[src/rtl/im_boot_loader.sv]
// im_boot_loader: byte-stream program loader for the single-cycle core.
// Holds the core in reset, receives a little-endian image
// (word count N, N instruction words, one XOR checksum byte) over a
// valid/ready byte handshake, writes each assembled word into
// instruction memory from word 0 upward, and releases the core only
// when the checksum matches.
//
// Ports:
//   i_clk         clock, rising edge
//   i_rst         asynchronous active-high reset
//   i_byte_valid  stream byte present
//   i_byte_data   stream byte
//   o_byte_ready  loader accepts a byte (transfer on valid & ready)
//   o_IM_wen      one-cycle instruction memory write strobe
//   o_IM_waddr    byte address of the write (word_index*4)
//   o_IM_wd       instruction word to write
//   o_core_rstn   active-low core reset, 1 once the image is verified
//   o_done        image loaded and verified
//   o_error       load failed, sticky until i_rst
module im_boot_loader #(
  parameter int unsigned WORD_SIZE  = 32,
  parameter int unsigned DEPTH_LOG2 = 8
) (
  input  logic                 i_clk,
  input  logic                 i_rst,
  input  logic                 i_byte_valid,
  input  logic [7:0]           i_byte_data,
  output logic                 o_byte_ready,
  output logic                 o_IM_wen,
  output logic [WORD_SIZE-1:0] o_IM_waddr,
  output logic [WORD_SIZE-1:0] o_IM_wd,
  output logic                 o_core_rstn,
  output logic                 o_done,
  output logic                 o_error
);

  localparam int unsigned IDX_W     = DEPTH_LOG2 + 1;
  localparam int unsigned MAX_WORDS = 2 ** DEPTH_LOG2;

  typedef enum logic [2:0] {
    S_LEN,
    S_DATA,
    S_CSUM,
    S_DONE,
    S_ERR
  } state_t;

  state_t             state;
  logic [23:0]        shift_q;   // first three bytes of the field being assembled
  logic [1:0]         byte_cnt;  // byte position within the current 4-byte field
  logic [IDX_W-1:0]   word_idx;
  logic [31:0]        len_q;
  logic [7:0]         csum_q;    // XOR of every accepted byte so far

  logic               accept_c;
  logic [31:0]        word_c;
  logic               last_word_c;
  logic               len_bad_c;

  assign accept_c    = i_byte_valid & o_byte_ready;
  // Little-endian: the byte arriving now becomes bits [31:24].
  assign word_c      = {i_byte_data, shift_q};
  assign last_word_c = (32'(word_idx) == (len_q - 32'd1));
  // Full 32-bit header compare so oversized counts cannot alias into range.
  assign len_bad_c   = (word_c == 32'd0) || (word_c > 32'(MAX_WORDS));

  // Loader FSM with registered outputs.
  always_ff @(posedge i_clk or posedge i_rst) begin
    if (i_rst) begin
      state        <= S_LEN;
      shift_q      <= '0;
      byte_cnt     <= '0;
      word_idx     <= '0;
      len_q        <= '0;
      csum_q       <= '0;
      o_byte_ready <= 1'b0;
      o_IM_wen     <= 1'b0;
      o_IM_waddr   <= '0;
      o_IM_wd      <= '0;
      o_core_rstn  <= 1'b0;
      o_done       <= 1'b0;
      o_error      <= 1'b0;
    end else begin
      o_IM_wen <= 1'b0;
      case (state)
        S_LEN: begin
          o_byte_ready <= 1'b1;
          if (accept_c) begin
            shift_q  <= word_c[31:8];
            csum_q   <= csum_q ^ i_byte_data;
            byte_cnt <= byte_cnt + 2'd1;
            if (byte_cnt == 2'd3) begin
              len_q <= word_c;
              if (len_bad_c) begin
                state        <= S_ERR;
                o_error      <= 1'b1;
                o_byte_ready <= 1'b0;
              end else begin
                state    <= S_DATA;
                word_idx <= '0;
              end
            end
          end
        end

        S_DATA: begin
          if (accept_c) begin
            shift_q  <= word_c[31:8];
            csum_q   <= csum_q ^ i_byte_data;
            byte_cnt <= byte_cnt + 2'd1;
            if (byte_cnt == 2'd3) begin
              o_IM_wen   <= 1'b1;
              o_IM_wd    <= WORD_SIZE'(word_c);
              o_IM_waddr <= WORD_SIZE'({word_idx, 2'b00});
              if (last_word_c) begin
                state <= S_CSUM;
              end else begin
                word_idx <= word_idx + IDX_W'(1);
              end
            end
          end
        end

        S_CSUM: begin
          if (accept_c) begin
            o_byte_ready <= 1'b0;
            if (i_byte_data == csum_q) begin
              state       <= S_DONE;
              o_done      <= 1'b1;
              o_core_rstn <= 1'b1;
            end else begin
              state   <= S_ERR;
              o_error <= 1'b1;
            end
          end
        end

        S_DONE: begin
          o_byte_ready <= 1'b0;
        end

        S_ERR: begin
          o_byte_ready <= 1'b0;
        end

        default: begin
          state        <= S_ERR;
          o_error      <= 1'b1;
          o_byte_ready <= 1'b0;
          o_core_rstn  <= 1'b0;
        end
      endcase
    end
  end

endmodule

[config.mk]
export PLATFORM = sky130hd
export DESIGN_NAME = im_boot_loader
export DESIGN_NICKNAME = d
export VERILOG_FILES = /design/src/rtl/im_boot_loader.sv
export SDC_FILE = /design/constraint.sdc
export NUM_CORES = 1
export LEC_CHECK = 0
export CAP_MARGIN = 5
export CORE_MARGIN = 5
export CORE_UTILIZATION = 45
export CTS_CLUSTER_DIAMETER = 30
export CTS_CLUSTER_SIZE = 28
export DETAILED_ROUTE_END_ITERATION = 8
export GPL_ROUTABILITY_DRIVEN = 0
export PLACE_DENSITY = 0.78
export SLEW_MARGIN = 5
export SYNTH_ARGS = -nofsm -noshare
export SYNTH_HDL_FRONTEND = slang
export SYNTH_SLANG_ARGS = --single-unit
[constraint.sdc]
create_clock -name i_clk -period 4.78 [get_ports i_clk]
set_input_delay 1.195 -clock i_clk [delete_from_list [all_inputs] [get_ports i_clk]]
set_output_delay 1.195 -clock i_clk [all_outputs]
set_load 0.05 [all_outputs]
---- After elaboration in Yosys (flattened, before gate mapping) ----
Cells that the tools add are included.
operators by class
  add/sub/neg operators ................... 3
  $lt $le $gt $ge ......................... 1
  eq/ne operators ......................... 18
  mux-type cells .......................... 33
  bitwise gates (word level) .............. 6
  reductions and logical operators ........ 17
operators with widths
  cell                                                             number
  two-way mux 9 bit                                                6
  equality test 9 x 32 -> 1 bit                                    1
  greater-than comparator 32 x 9 -> 1 bit (second input constant)  1
  zero test 32 bit                                                 1
  subtractor 32 x 1 -> 32 bit (second input constant)              1
  two-way mux 3 bit                                                8
  != test 2 bit (second input constant)                            11
  case mux 9 bit (2 select lines)                                  1
  two-way mux 1 bit                                                14
  AND reduction 7 bit                                              2
  case mux 3 bit (4 select lines)                                  1
  AND reduction 3 bit                                              4
  adder 9 x 1 -> 9 bit (second input constant)                     1
  equality test 8 bit                                              1
  bitwise XOR 8 bit                                                1
  equality test 3 x 2 -> 1 bit (second input constant)             2
  case mux 1 bit (3 select lines)                                  2
  AND reduction 6 bit                                              1
  NOT 1 bit                                                        4
  AND reduction 2 bit                                              2
  OR reduction 2 bit                                               2
  OR reduction 4 bit                                               1
  equality test 3 x 1 -> 1 bit (second input constant)             1
  equality test 3 bit (second input constant)                      1
  8 further kinds                                                  8
word-level totals
  register bits after elaboration ......... 124
  bits of input ports ..................... 11
  output and inout bits ................... 69
  logic and storage cells ................. 91

---- Depth between registers and ports, before layout ----
Gate-level depths: netlist of the first run.
  word-level depth ........................ 6
  depth in mapped cells ................... 11
  mapped depth without buffers ............ 10

---- Worst setup path after synthesis of the first run ----
OpenSTA, ideal clock, no wires.
  path type ............................... input-to-reg
  from .................................... in i_byte_valid
  to ...................................... reg word_idx[7]
  library setup time ...................... 78 ps
  data arrival time ....................... 2973 ps
  data required time ...................... 4702 ps
  setup slack ............................. 1729 ps
  stages .................................. 8
  buffers on the path ..................... 1
  cell sequence ........................... and2_1 clkbuf_1 nand2_1 nor2_1 nand2_1 or3_1 or3_1 a21oi_1
on the way
  cells in the longest elaborated chain, start to end .. 3
  elaborated cells between the ends (all ways) .. 4
  classes of those cells .................. eq/ne: 2; bitwise: 1; reduce/logical: 1
RTL lines
  item                                      line  RTL
  start: declaration                        26    input logic i_byte_valid,
  bitwise AND 1 bit (*)                     60    assign accept_c = i_byte_valid & o_byte_ready;
  != test 2 bit (no source line)            n/a
  AND reduction 7 bit (no source line) (*)  n/a
  end signal: assignment                    118   word_idx <= word_idx + IDX_W'(1);
  end: declaration                          51    logic [IDX_W-1:0] word_idx;
Mark *: on every way between the ends. The rest lies on a longest branch, timed or not.
A chain may end at the register's enable or synchronous reset.

---- Worst setup path after layout of the first run ----
  from .................................... in i_byte_valid
  to ...................................... reg word_idx[8]
Same word-level chain as after synthesis.

==> results.toml, run 1 <==
[timing]
fin_crit_ns = 3.31
relSlewSlack = 0.366
fin_crit_sh = 0.693
finClkSkew_ns = 0.00602
rsz0062_at_grt = "no"
max_freq_mhz = 302
max_slew.worst_pin.slew_ns = 0.948
whs_ns = 0.465
fin_tns_setup_ns = 0
hold_viol = 0
setup_viol = 0
finalMaxSlewViolations = 0

[floorplan]
rows = 42
top_level_ports = 80
die_h_um = 126
die_x_um = 126
die-area_um2 = 15800
start_util = 0.457
coreArea_um2 = 13200

[cts]
numCtsBuffers = 17
cts.clk_slew.worst_paths_ns = 0.06
root_buffer = "clkbuf_16"
holdBufCountCts = 0
cts_resized = 0
cts_tree = "yes"
cts.sinks = 124
clk_latency_ns = 0.42
clock_path_buffers = 2
htreeDepth = 4
postCtsSetupBuffers = 0

[pwr]
power_density_nw_per_um2 = 589
total_power_mw = 4.28
p_leak_nw = 3.27
p_seq_frac = 0.395
peakVddDrop_mv = 0.347
switching_share = 0.376
power_frac_clock = 0.294
combinationalPowerShare = 0.311
p_int_mw = 2.67
switchingPower_mw = 1.61

[final_layout]
areaGrowthSynthToFinish_pct = 20.5
n_antenna_cell = 0
layout-drive-gt1-share = 0.209
nNetsFinal = 624
fillers = 1102
final_util = 0.550

[synth]
synth_area_leaders = "dfrtp_1 51%, mux2_2 14%, nand2_1 6.2%"
synth.avg_cell_area_um2 = 10.9
yosysSeqAreaShare = 0.515
syn_area_um2 = 6030
synth_top_family_by_area = "simple AND/OR/NAND/NOR gates"
synth-seq-cells = 124
synth_top_area_frac = 0.515
synth_compound_area_frac = 0.0525
synth_edf_count = 0
yosys.area_share.xor_xnor = 0.0465
synth_cells = 552
synth-async-reset-ratio = 1.00
muxShareOfSynthArea = 0.145
synth_top_cell_by_area = "dfrtp_1"
synth-main-ff-cell = "dfrtp_1"
synth.distinct_cells = 58
synthSimpleGateAreaFrac = 0.186
ys_warn_count = 0
synth_fa_ha_area_frac = 0.00623

[setup_path]
cp.arrival_ns = 3.65
critical_path.cell_chain = "clkdlybuf4s50_1, and2_1, nand2_1, nor2_4, nand2_1, or3_1, or3_1, a21oi_1"
path_max_fanout = 18
cp_slowest_cell = "clkdlybuf4s50_1"
crit_path_max_incr_delay_ns = 0.48
timing_worst_setup_path_type = "input pin to flop"
cp-start-kind = "input pin"
required_ns = 5.12
cp-end-kind = "flop"

[global_routing]
grt_pass1_vias = 4454
grtUsageTotal = 0.178
antenna_found_initial = 0
grt_pass1_wl_um = 23100
grt.overflow.total = 0
grt_max_degree = 73

[detailed_routing]
wire_per_inst_um = 17.0
drc = 0
ant_nets = 0
first_iter_violations = 250
viasPerCell = 5.49
dr.pass1.iters = 9
drt-total-wl_um = 13600
vias = 4390

[hold_path]
hp-class = "flop to flop"

[placement]
place.port_buffers = 56
dp_hpwl_um = 9530

[run_status]
status = "complete, no violations"

[job]
maxCapViolations = 0
## state kept, by name, summed over array words and instances (netlist names), 2 cells and up
register / flops
o_IM_wd: 32
byte_cnt: 2
state: 3
shift_q: 24
csum_q: 8
len_q: 32
o_IM_waddr: 9
word_idx: 9
## kinds of logic after synthesis
logic type                 count (synthesis)
other                                      1
buffers and inverters                     50
DFF                                      124
xor gates and xnor gates                  32
and+or+nand+nor                          215
muxes                                     78
AOI/OAI and AO/OA                         49
adders and majority gates                  3
## layer usage
| metal | up-vias | wire length [µm] | GRT usage |
|---|---|---|---|
| met3 | 40 | 697 | 0.0394 |
| met4 | 0 | 355 | 0.0738 |
| li1 | 2025 | - | - |
| met5 | - | 0 | 0 |
| met1 | 2176 | 5750 | 0.225 |
| met2 | 149 | 6750 | 0.297 |
## layout by cell type (no fill, tap or decap), drive strengths merged, types with 3 or more instances in the layout
| cell type | netlist | routed |
|---|---|---|
| a21oi | 11 | 11 |
| a31oi | 5 | 5 |
| buf | 27 | 5 |
| clkbuf | 17 | 18 |
| clkdlybuf4s50 | 0 | 56 |
| clkinv | 0 | 7 |
| clkinvlp | 0 | 5 |
| conb | 1 | 23 |
| dfrtp | 124 | 124 |
| ha | 3 | 3 |
| inv | 6 | 6 |
| mux2 | 75 | 75 |
| mux2i | 3 | 3 |
| nand2 | 99 | 99 |
| nand2b | 4 | 4 |
| nand3 | 6 | 6 |
| nand4 | 10 | 10 |
| nand4b | 3 | 3 |
| nor2 | 21 | 21 |
| nor2b | 4 | 4 |
| nor3 | 20 | 20 |
| nor4 | 18 | 18 |
| o21ai | 15 | 15 |
| o31ai | 3 | 3 |
| or2 | 4 | 4 |
| or3 | 8 | 8 |
| or4 | 7 | 7 |
| xnor2 | 27 | 27 |
| xor2 | 5 | 5 |
## synthesized netlist by cell type (4+ instances only)
master	number
nor2_1	21
or4_1	5
clkbuf_1	17
a21oi_1	11
mux2_2	73
buf_4	23
or2_2	4
or3_1	7
nor4_1	15
nor3_1	19
xor2_1	5
xnor2_1	27
inv_1	6
nand2b_1	4
nand2_1	99
o21ai_0	15
nor2b_1	4
dfrtp_1	124
nand4_1	9
a31oi_1	5
nand3_1	6
## power groups by stage
stage	Clock, mW	Sequential [mW]	Combinational [mW]
after detailed placement	0	1.69	1.30
final	1.26	1.69	1.33
after floorplan	0	1.57	1.07
after CTS	1.28	1.68	1.31
after global placement	0	1.68	1.25
after global routing	1.33	1.73	1.45
## path summary, 6_finish.rpt
check,start,to,slack [ns],cells past startpoint
worst max-delay path,i_byte_valid,word_idx[8]$_DFFE_PP0P_,1.47,8
worst min-delay path,o_done$_DFFE_PP0P_,o_done$_DFFE_PP0P_,0.47,2
worst max register to register,len_q[0]$_DFFE_PP0P_,word_idx[1]$_DFFE_PP0P_,1.50,10
worst min register to register,o_done$_DFFE_PP0P_,o_done$_DFFE_PP0P_,0.47,2
max in group asynchronous,i_rst,o_IM_waddr[2]$_DFFE_PP0P_,2.53,3
min in group asynchronous,i_rst,o_IM_wd[21]$_DFFE_PP0P_,1.31,2
## area by class of cell
| type | count | area [µm²] | share of cell area |
|---|---|---|---|
| inverter | 6 | 25.0 | 0.00345 |
| multi-input combinational | 400 | 2730 | 0.376 |
| tap | 176 | 220 | 0.0303 |
| timing repair buffer | 61 | 598 | 0.0824 |
| sequential | 124 | 3100 | 0.427 |
| clock buffer | 18 | 439 | 0.0605 |
| clock inverter | 14 | 148 | 0.0203 |
## metrics by stage
stage                     cells  instance area [µm²]  setup WS (ns)
after floorplan             574                 6110          0.286
after global placement      767                 6670           1.16
after detailed placement    767                 6670           1.04
after CTS                   799                 7260           1.46
after global routing        799                 7260           1.25
final                       799                 7260           1.47
## critical path, delay by kind of cell
family,cells,cell delay [ns]
compound gates,1,0.16
simple gates,6,1.80
buf+inv,1,0.48
Note: power is estimated with default switching activity, not from simulation.
==> run 2, diff against run 1 <==
--- a/config.mk
+++ b/config.mk
@@ -12,7 +12,7 @@
 export CTS_CLUSTER_SIZE = 28
 export DETAILED_ROUTE_END_ITERATION = 8
 export GPL_ROUTABILITY_DRIVEN = 0
-export PLACE_DENSITY = 0.78
+export PLACE_DENSITY = 0.81
 export SLEW_MARGIN = 5
 export SYNTH_ARGS = -nofsm -noshare
 export SYNTH_HDL_FRONTEND = slang
==> constraint.sdc (replaced) <==
create_clock -name i_clk -period 3 [get_ports i_clk]
set_input_delay 0.75 -clock i_clk [delete_from_list [all_inputs] [get_ports i_clk]]
set_output_delay 0.75 -clock i_clk [all_outputs]
set_load 0.05 [all_outputs]
==> results.toml, run 2 (synthesis gave the netlist of run 1 again) <==
[run_status]
status = "complete, no violations"

[detailed_routing]
ant_nets = 0
drc = 0
drt-total-wl_um = 14200
viasPerCell = 5.58
dr.pass1.iters = 8
first_iter_violations = 385
vias = 4552
wire_per_inst_um = 17.4

[setup_path]
r2r_setup_slack_ns = 0.07
cp.arrival_ns = 3.22
cp-start-kind = "flop"
reg2reg_depth = 9
required_ns = 3.29
r2r-end = "word_idx[1]$_DFFE_PP0P_"
cp-end-kind = "flop"
r2r-start = "len_q[0]$_DFFE_PP0P_"
timing_worst_setup_path_type = "flop to flop"
path_max_fanout = 12

[final_layout]
fin_cells = 816
reg_top3 = "len_q x32, o_IM_wd x32, shift_q x24"
mostFrequentLayoutCells = "124 x dfrtp_1, 99 x nand2_1, 73 x mux2_2"
nNetsFinal = 642
layout-drive-gt1-share = 0.238
areaGrowthSynthToFinish_pct = 24.8
n_antenna_cell = 0
final_util = 0.570
final_common_cell = "dfrtp_1"

[cts]
numCtsBuffers = 17
root_buffer = "clkbuf_16"
clk_latency_ns = 0.42
cts.sinks = 124
clock_path_buffers = 2
htreeDepth = 4
cts_tree = "yes"
cts.clk_slew.worst_paths_ns = 0.05

[hold_path]
worstHoldEndpoint = "o_done$_DFFE_PP0P_"
hp-class = "flop to flop"
min_from = "o_done$_DFFE_PP0P_"
min_path_cells = 2

[pwr]
p_leak_nw = 3.41
peakVddDrop_mv = 0.522
switching_share = 0.363
switchingPower_mw = 2.66
p_int_mw = 4.67
p_seq_frac = 0.368
power_frac_clock = 0.297
combinationalPowerShare = 0.334
power_density_nw_per_um2 = 975

[timing]
fin_crit_ns = 2.93
max_slew.worst_pin.slew_ns = 0.600
hold_viol = 0
max_freq_mhz = 342
setup_viol = 0
finClkSkew_ns = 0.0124
fin_crit_sh = 0.976
fin_tns_setup_ns = 0
relSlewSlack = 0.596
finalMaxSlewViolations = 0

[global_routing]
grt.overflow.total = 0
antenna_found_initial = 0
grtUsageTotal = 0.181
grt_max_degree = 80
grt_pass1_wl_um = 23300
grt_pass1_vias = 4679

[placement]
dp_hpwl_um = 9830
place.port_buffers = 56
placedCellCount = 781

[floorplan]
coreArea_um2 = 13200
die_h_um = 126
die-area_um2 = 15800
start_util = 0.457
rows = 42
top_level_ports = 80
die_x_um = 126

[job]
maxCapViolations = 0
run 2: cell count changes in the layout (fill, tap and decap cells not counted), sizes merged:
cell      previous run  this run
clkbuf              18        24
inv                  6         5
clkinvlp             5         2
buf                  5        23
bufinv               2         5
clkinv               7         1
run 2: layout make-up:
class	instances	area [µm²]
Clock buffer	24	462
Clock inverter	7	163
Fill cell	1055	5670
Inverter	6	26.3
Multi-Input combinational cell	400	2800
Sequential cell	124	3100
Tap cell	176	220
Timing Repair Buffer	79	749
run 2: what timing repair did:
item | 4_1_cts | 5_1_grt
pin swaps | 0 | 1
buffers inserted | 2 | 2
endpoints found under the setup margin | 2 | 5
resized for setup | 0 | 17
hold buffers | 0 | 0
gates cloned | 0 | 0
run 2: worst max-delay path: stages (launching register included):
cell and delay [ns]:
dfrtp_1 0.39, buf_4 0.15, or4_4 0.61, nor3_1 0.24, xnor2_1 0.18, nand3_1 0.17
nor4bb_4 0.32, nand4_1 0.18, a21oi_2 0.22, mux2_1 0.34
run 2: worst max path at each step:
| stage | end | slack, ns | start | cells after the start |
|---|---|---|---|---|
| 6_report | word_idx[1]$_DFFE_PP0P_ | 0.07 | len_q[0]$_DFFE_PP0P_ | 9 |
| 5_1_grt | word_idx[1]$_DFFE_PP0P_ | -0.02 | len_q[1]$_DFFE_PP0P_ | 11 |
| 4_1_cts | word_idx[1]$_DFFE_PP0P_ | 0.02 | len_q[5]$_DFFE_PP0P_ | 8 |
| 3_5_place_dp | word_idx[1]$_DFFE_PP0P_ | -0.1 | len_q[1]$_DFFE_PP0P_ | 10 |
| 3_3_place_gp | word_idx[0]$_DFFE_PP0P_ | 0.17 | len_q[1]$_DFFE_PP0P_ | 10 |
| 2_1_floorplan | word_idx[0]$_DFFE_PP0P_ | 0.30 | len_q[0]$_DFFE_PP0P_ | 10 |
run 2: layer usage:
metal / up-vias / share of wire / track usage
li1: 2062 / - / -
met1: 2257 / 0.40 / 0.218
met2: 190 / 0.52 / 0.311
met3: 43 / 0.056 / 0.0423
met4: 0 / 0.024 / 0.0782
met5: - / 0 / 0
run 2: per-stage QoR:
step / hold WS [ns] / setup slack [ns] / instance area [µm²] / total power [mW]
floorplan: 0.450 / 0.303 / 6110 / 4.22
global placement: 0.453 / 0.167 / 6790 / 4.69
detailed placement: 0.457 / -0.0958 / 6790 / 4.83
CTS: 0.472 / 0.0177 / 7430 / 7.09
global route: 0.505 / -0.0209 / 7520 / 7.68
finish: 0.469 / 0.0720 / 7520 / 7.33
run 2: power by group through the flow:
stage	logic, mW	clock network [mW]	registers [mW]
2_1_floorplan	1.71	0	2.51
3_3_place_gp	2.01	0	2.68
3_5_place_dp	2.13	0	2.70
4_1_cts	2.19	2.22	2.68
5_1_grt	2.64	2.29	2.76
6_report	2.45	2.18	2.70
